### src/rtl/regfile_wb_arbiter.sv
// Two-port writeback arbiter (ALU / load unit) into a single register-file write port,
// with round-robin tie-break and a 32-entry pending-write scoreboard for hazard checks.
module regfile_wb_arbiter #(
  parameter int XLEN = 32
) (
  input  logic            clk,
  input  logic            rst,
  input  logic            a_valid,
  input  logic [4:0]      a_addr,
  input  logic [XLEN-1:0] a_data,
  output logic            a_ready,
  input  logic            b_valid,
  input  logic [4:0]      b_addr,
  input  logic [XLEN-1:0] b_data,
  output logic            b_ready,
  input  logic            iss_valid,
  input  logic [4:0]      iss_addr,
  input  logic [4:0]      rs1_addr,
  input  logic [4:0]      rs2_addr,
  output logic            rs1_busy,
  output logic            rs2_busy,
  output logic            rf_we,
  output logic [4:0]      rf_waddr,
  output logic [XLEN-1:0] rf_wdata
);

  typedef enum logic {LAST_A = 1'b0, LAST_B = 1'b1} arb_state_e;

  arb_state_e      state, state_nxt;
  logic            grant_a, grant_b;
  logic            hs;
  logic [4:0]      hs_addr;
  logic [XLEN-1:0] hs_data;
  logic [31:0]     busy, busy_nxt;

  // Arbiter state register; LAST_B out of reset so the first tie goes to A.
  always_ff @(posedge clk or posedge rst) begin
    if (rst) state <= LAST_B;
    else     state <= state_nxt;
  end

  always_comb begin
    state_nxt = state;
    if (grant_a)      state_nxt = LAST_A;
    else if (grant_b) state_nxt = LAST_B;
  end

  always_comb begin
    grant_a = 1'b0;
    grant_b = 1'b0;
    if (!rst) begin
      if (a_valid && b_valid) begin
        grant_a = (state == LAST_B);
        grant_b = (state == LAST_A);
      end else begin
        grant_a = a_valid;
        grant_b = b_valid;
      end
    end
  end

  assign a_ready = grant_a;
  assign b_ready = grant_b;

  assign hs      = grant_a | grant_b;
  assign hs_addr = grant_a ? a_addr : b_addr;
  assign hs_data = grant_a ? a_data : b_data;

  // One-cycle registered write port; x0 handshakes complete but never raise rf_we.
  always_ff @(posedge clk or posedge rst) begin
    if (rst) begin
      rf_we    <= 1'b0;
      rf_waddr <= '0;
      rf_wdata <= '0;
    end else begin
      rf_we <= hs && (hs_addr != 5'd0);
      if (hs) begin
        rf_waddr <= hs_addr;
        rf_wdata <= hs_data;
      end
    end
  end

  // Clear is applied before set so an issue to the same register keeps it busy.
  always_comb begin
    busy_nxt = busy;
    if (hs && hs_addr != 5'd0)          busy_nxt[hs_addr]  = 1'b0;
    if (iss_valid && iss_addr != 5'd0)  busy_nxt[iss_addr] = 1'b1;
    busy_nxt[0] = 1'b0;
  end

  always_ff @(posedge clk or posedge rst) begin
    if (rst) busy <= '0;
    else     busy <= busy_nxt;
  end

  assign rs1_busy = busy[rs1_addr];
  assign rs2_busy = busy[rs2_addr];

endmodule

### config.mk
export PLATFORM = sky130hd
export DESIGN_NAME = regfile_wb_arbiter
export DESIGN_NICKNAME = d
export VERILOG_FILES = /design/src/rtl/regfile_wb_arbiter.sv
export SDC_FILE = /design/constraint.sdc
export NUM_CORES = 1
export LEC_CHECK = 0
export CAP_MARGIN = 20
export CELL_PAD_IN_SITES_DETAIL_PLACEMENT = 1
export CELL_PAD_IN_SITES_GLOBAL_PLACEMENT = 1
export CORE_UTILIZATION = 37
export CTS_BUF_LIST = sky130_fd_sc_hd__clkbuf_4 sky130_fd_sc_hd__clkbuf_8
export CTS_CLUSTER_DIAMETER = 30
export DETAILED_ROUTE_END_ITERATION = 6
export GPL_TIMING_DRIVEN = 0
export HOLD_SLACK_MARGIN = 0.06
export PLACE_DENSITY_LB_ADDON = 0.1
export SYNTH_ARGS = -nofsm -noshare
export SYNTH_HDL_FRONTEND = slang
export SYNTH_SLANG_ARGS = --single-unit
### constraint.sdc
create_clock -name clk -period 9.9 [get_ports clk]
set_input_delay 2.475 -clock clk [delete_from_list [all_inputs] [get_ports clk]]
set_output_delay 2.475 -clock clk [all_outputs]
set_load 0.01 [all_outputs]
# After elaboration in Yosys (flattened, before gate mapping)
# Cells that the tools add are included.
[word_totals]
wordCells = 42
in_bits = 94
output_inout_bits = 42
regBits = 70
[classes]
reduce_logical = 8
n_bitwise = 5
n_lt_le_gt_ge = 6
n_mux = 18
[op_table]
columns = ["op", "count"]
rows = [
  ["$mux 32", 3],
  ["$and 32x32->32", 1],
  ["$not 32->32", 1],
  ["$or 32x32->32", 1],
  ["$lt 5x6->1 const B", 4],
  ["$bmux 1 s5", 2],
  ["$demux 1 s5", 2],
  ["$ge 5x1->1 const B", 2],
  ["$mux 1", 10],
  ["$reduce_bool 5->1", 2],
  ["$logic_and 1x1->1", 5],
  ["$mux 5", 1],
  ["$reduce_bool 2->1", 1],
  ["$not 1->1", 1],
  ["$or 1x1->1", 1],
]

# Longest topological paths before layout
[logic_depth]
word_depth = 13
mapped_depth = 7

# Worst setup path before layout
# OpenSTA, ideal clock, no wires.
[synth_timing]
path_type = "input port to output port"
startpoint = "in rst"
endpoint = "out b_ready"
stages = 3
path_slack_ps = 3033
arrival_time_ps = 4392
n_path_buf = 0
required_ps = 7425
path_cell_list = "inv_1 -> nand2_1 -> a21oi_1"
[synth_between]
elab_chain_cells = 1
[synth_rtl]
columns = ["item", "line", "source"]
rows = [
  ["start: declaration", "7", "input logic rst,"],
  ["$mux 1", "51", "if (!rst) begin"],
  ["end: declaration", "15", "output logic b_ready,"],
]
# Every way passes these cells.

# Worst setup path in the final report
[layout_timing]
startpoint = "in rs1_addr[1]"
endpoint = "out rs1_busy"
[layout_between]
elab_chain_cells = 2
[layout_rtl]
columns = ["item", "line", "source"]
rows = [
  ["start: declaration", "18", "input logic [4:0] rs1_addr,"],
  ["$bmux 1 s5", "97", "assign rs1_busy = busy[rs1_addr];"],
  ["$mux 1 (implied by the code)", "97", ""],
  ["end: declaration", "20", "output logic rs1_busy,"],
]
# Every way passes these cells. The select of a mux whose other input is x is not followed.

==> flow_metrics.tcl <==
set metrics [dict create \
    critPathBufInv 3 \
    finalCriticalPeriod_ns 7.33 \
    grt_pass1_vias 4387 \
    gr-total-overflow 0 \
    synth_nets 519 \
    grtUsageTotal_pct 26.4 \
    via_per_inst 5.52 \
    finalSetupViolations 0 \
    dp.cells 691 \
    async_reset_ff_share_pct 100 \
    yosys-top-cells-area "dfrtp_1, nand2_1, o31ai_1, a31oi_1, mux2i_1" \
    io_pins 136 \
    path_cells "clkdlybuf4s50_1, clkbuf_1, mux4_2, mux2i_1, nor3b_1, or3_1, clkdlybuf4s50_1" \
    endpoint_kind "output port" \
    synth_seq_cells 70 \
    nets 663 \
    dieArea_um2 10800 \
    worstHoldPathType "flip-flop to flip-flop" \
    rsz0062_at_grt "false" \
    coreArea_um2 9910 \
    mappedNetlistArea_um2 3830 \
    synth_top_family_by_area "compound AO/OA/AOI/OAI gates" \
    timing.fmax_mhz 136 \
    gp_congestion 0.810 \
    yosys_warnings 0 \
    drt_iter0_markers 131 \
    diodes 0 \
    design_area_um2 5520 \
    clkSlewWorstSetupHoldPaths_ns 0.07 \
    antenna_found_initial 0 \
    synth-edff-count 0 \
    wire_per_inst_um 19.2 \
    p_leak_nw 2.18 \
    ys_seq_area_share_pct 45.7 \
    slowest_stage "clkdlybuf4s50_1" \
    first_pass_iters 4 \
    drc 0 \
    synthAdderAreaFrac_pct 0 \
    cts_tree "done" \
    postCtsSetupBuffers 0 \
    ctsHtreeMaxLevel 3 \
    cpLargestDelayFamily "buffers and inverters" \
    slowest_delay_ns 0.48 \
    ant_nets 0 \
    fin_setup_tns_ns 0 \
    drt-total-wl_um 13600 \
    skew_ns 0.00475 \
    startpoint_type "primary input" \
    tightestPinTransition_ns 0.911 \
    status "finished, final reports clean" \
    fp-row-count 36 \
    finalNonFillerCells 707 \
    maxSlewHeadroom_pct 39.0 \
    synth.most_common_cell "nand2_1" \
    numCtsBuffers 9 \
    yosysTopAreaCell "dfrtp_1" \
    vias 3900 \
    powerDensity_nw_per_um2 159 \
    slew_viol_final 0 \
    grt_max_degree 73 \
    path_class "primary input to output port" \
    dp_hpwl_um 10300 \
    final_core_util_pct 55.7 \
    ir_drop_mv 0.0721 \
    grt_pass1_wl_um 22300 \
    cts_hold_buf 0 \
    power_mw 0.880 \
    synthFlopType "dfrtp_1" \
    port_buffers 133 \
    yosysUniqueCellTypes 42 \
    yosys-top-cells-count "nand2_1, dfrtp_1, nor2_1" \
    cap_violations 0 \
    clk_path_buf_depth 2 \
    period_share_pct 74.1 \
    placed_cell_area_um2 5340 \
    fp.dieH_um 104 \
    clock_latency_ns 0.36 \
    synth.area.mux_share_pct 9.49 \
    cts_resized 0 \
    synthSimpleGateAreaFrac_pct 20.1 \
    cts_root_buf "clkbuf_8" \
    path_max_fanout 10 \
    synth-xor-area-share_pct 0 \
    clkSinkCount 70 \
    avgSynthCellArea_um2 9.02 \
    arrival_ns 4.86 \
    cp.required_ns 7.43 \
    drive_above_1_share_pct 8.71 \
    cpMostUsedCell "clkdlybuf4s50_1" \
    synth_compound_area_share_pct 21.2 \
    start_util_pct 38.7 \
    synth_top_area_share_pct 45.0 \
    syn2layout_area_growth_pct 43.9 \
    hold_viol 0 \
    die_x_um 104 \
    syn_inst 425 \
]
-- flip-flops by register name, summed over array words and instances (netlist names) --
signal,flops
busy,31
state,1
rf_waddr,5
rf_we,1
rf_wdata,32
-- path summary, 6_finish.rpt --
kind                       slack, ns                     from  cells past startpoint                       to
setup / recovery                2.57              rs1_addr[1]                      7                 rs1_busy
hold / removal                  0.51  rf_waddr[3]$_DFFE_PP0P_                      2  rf_waddr[3]$_DFFE_PP0P_
setup reg to reg                7.77        state$_DFFE_PP1P_                      6       busy[18]$_DFF_PP0_
hold reg to reg                 0.51  rf_waddr[3]$_DFFE_PP0P_                      2  rf_waddr[3]$_DFFE_PP0P_
max in group asynchronous       6.58                      rst                      2       busy[10]$_DFF_PP0_
min in group asynchronous       2.76                      rst                      2          rf_we$_DFF_PP0_
-- cells by family (layout without fill, tap and decap cells) --
family / after synthesis / count (layout)
compound gates: 130 / 130
buf+inv: 29 / 178
flops: 70 / 70
mux: 28 / 28
simple gates: 168 / 168
-- layout make-up --
class	count	area [µm²]
Tap cell	133	166
Clock buffer	12	165
Clock inverter	4	20.0
Buffer	26	121
Sequential cell	70	1750
Fill cell	1188	4390
Multi-Input combinational cell	326	1950
Timing Repair Buffer	133	1330
Inverter	3	13.8
-- metrics by stage --
| step | setup WS, ns | hold slack (ns) |
|---|---|---|
| finish | 2.57 | 0.506 |
| floorplan | 3.03 | 0.474 |
| global route | 2.43 | 0.549 |
| CTS | 2.55 | 0.514 |
| global placement | 1.42 | 0.475 |
| detailed placement | 2.57 | 0.494 |
-- placed cells by master (no fill, tap or decap), drive strengths merged, types with 7 or more instances in the layout --
cell type and count:
a31oi 37, buf 14, nand2 77, o21ai 40
clkdlybuf4s50 133, mux2i 21, nor2b 7, a21oi 12
clkbuf 24, dfrtp 69, nor2 43, nand3 8
o31ai 31
-- metal layers --
layer	share of wire (%)	global-route usage, %
met2	52	48.1
met5	0	0
met3	6.8	7.80
met4	2.3	10.7
met1	39	28.4
-- power by group --
part	internal (mW)	switching (mW)
sequential	0.344	0.0450
clock	0.110	0.111
combinational	0.143	0.128
-- worst register-to-register path, cell delays in order, from the launching register on --
cell and delay, ns:
dfstp_2 0.57, nor2b_1 0.05, buf_2 0.15, nor4b_1 0.33, o21ai_1 0.34, o31ai_1 0.37
o21ai_0 0.17
(Power assumes the default switching activity.)
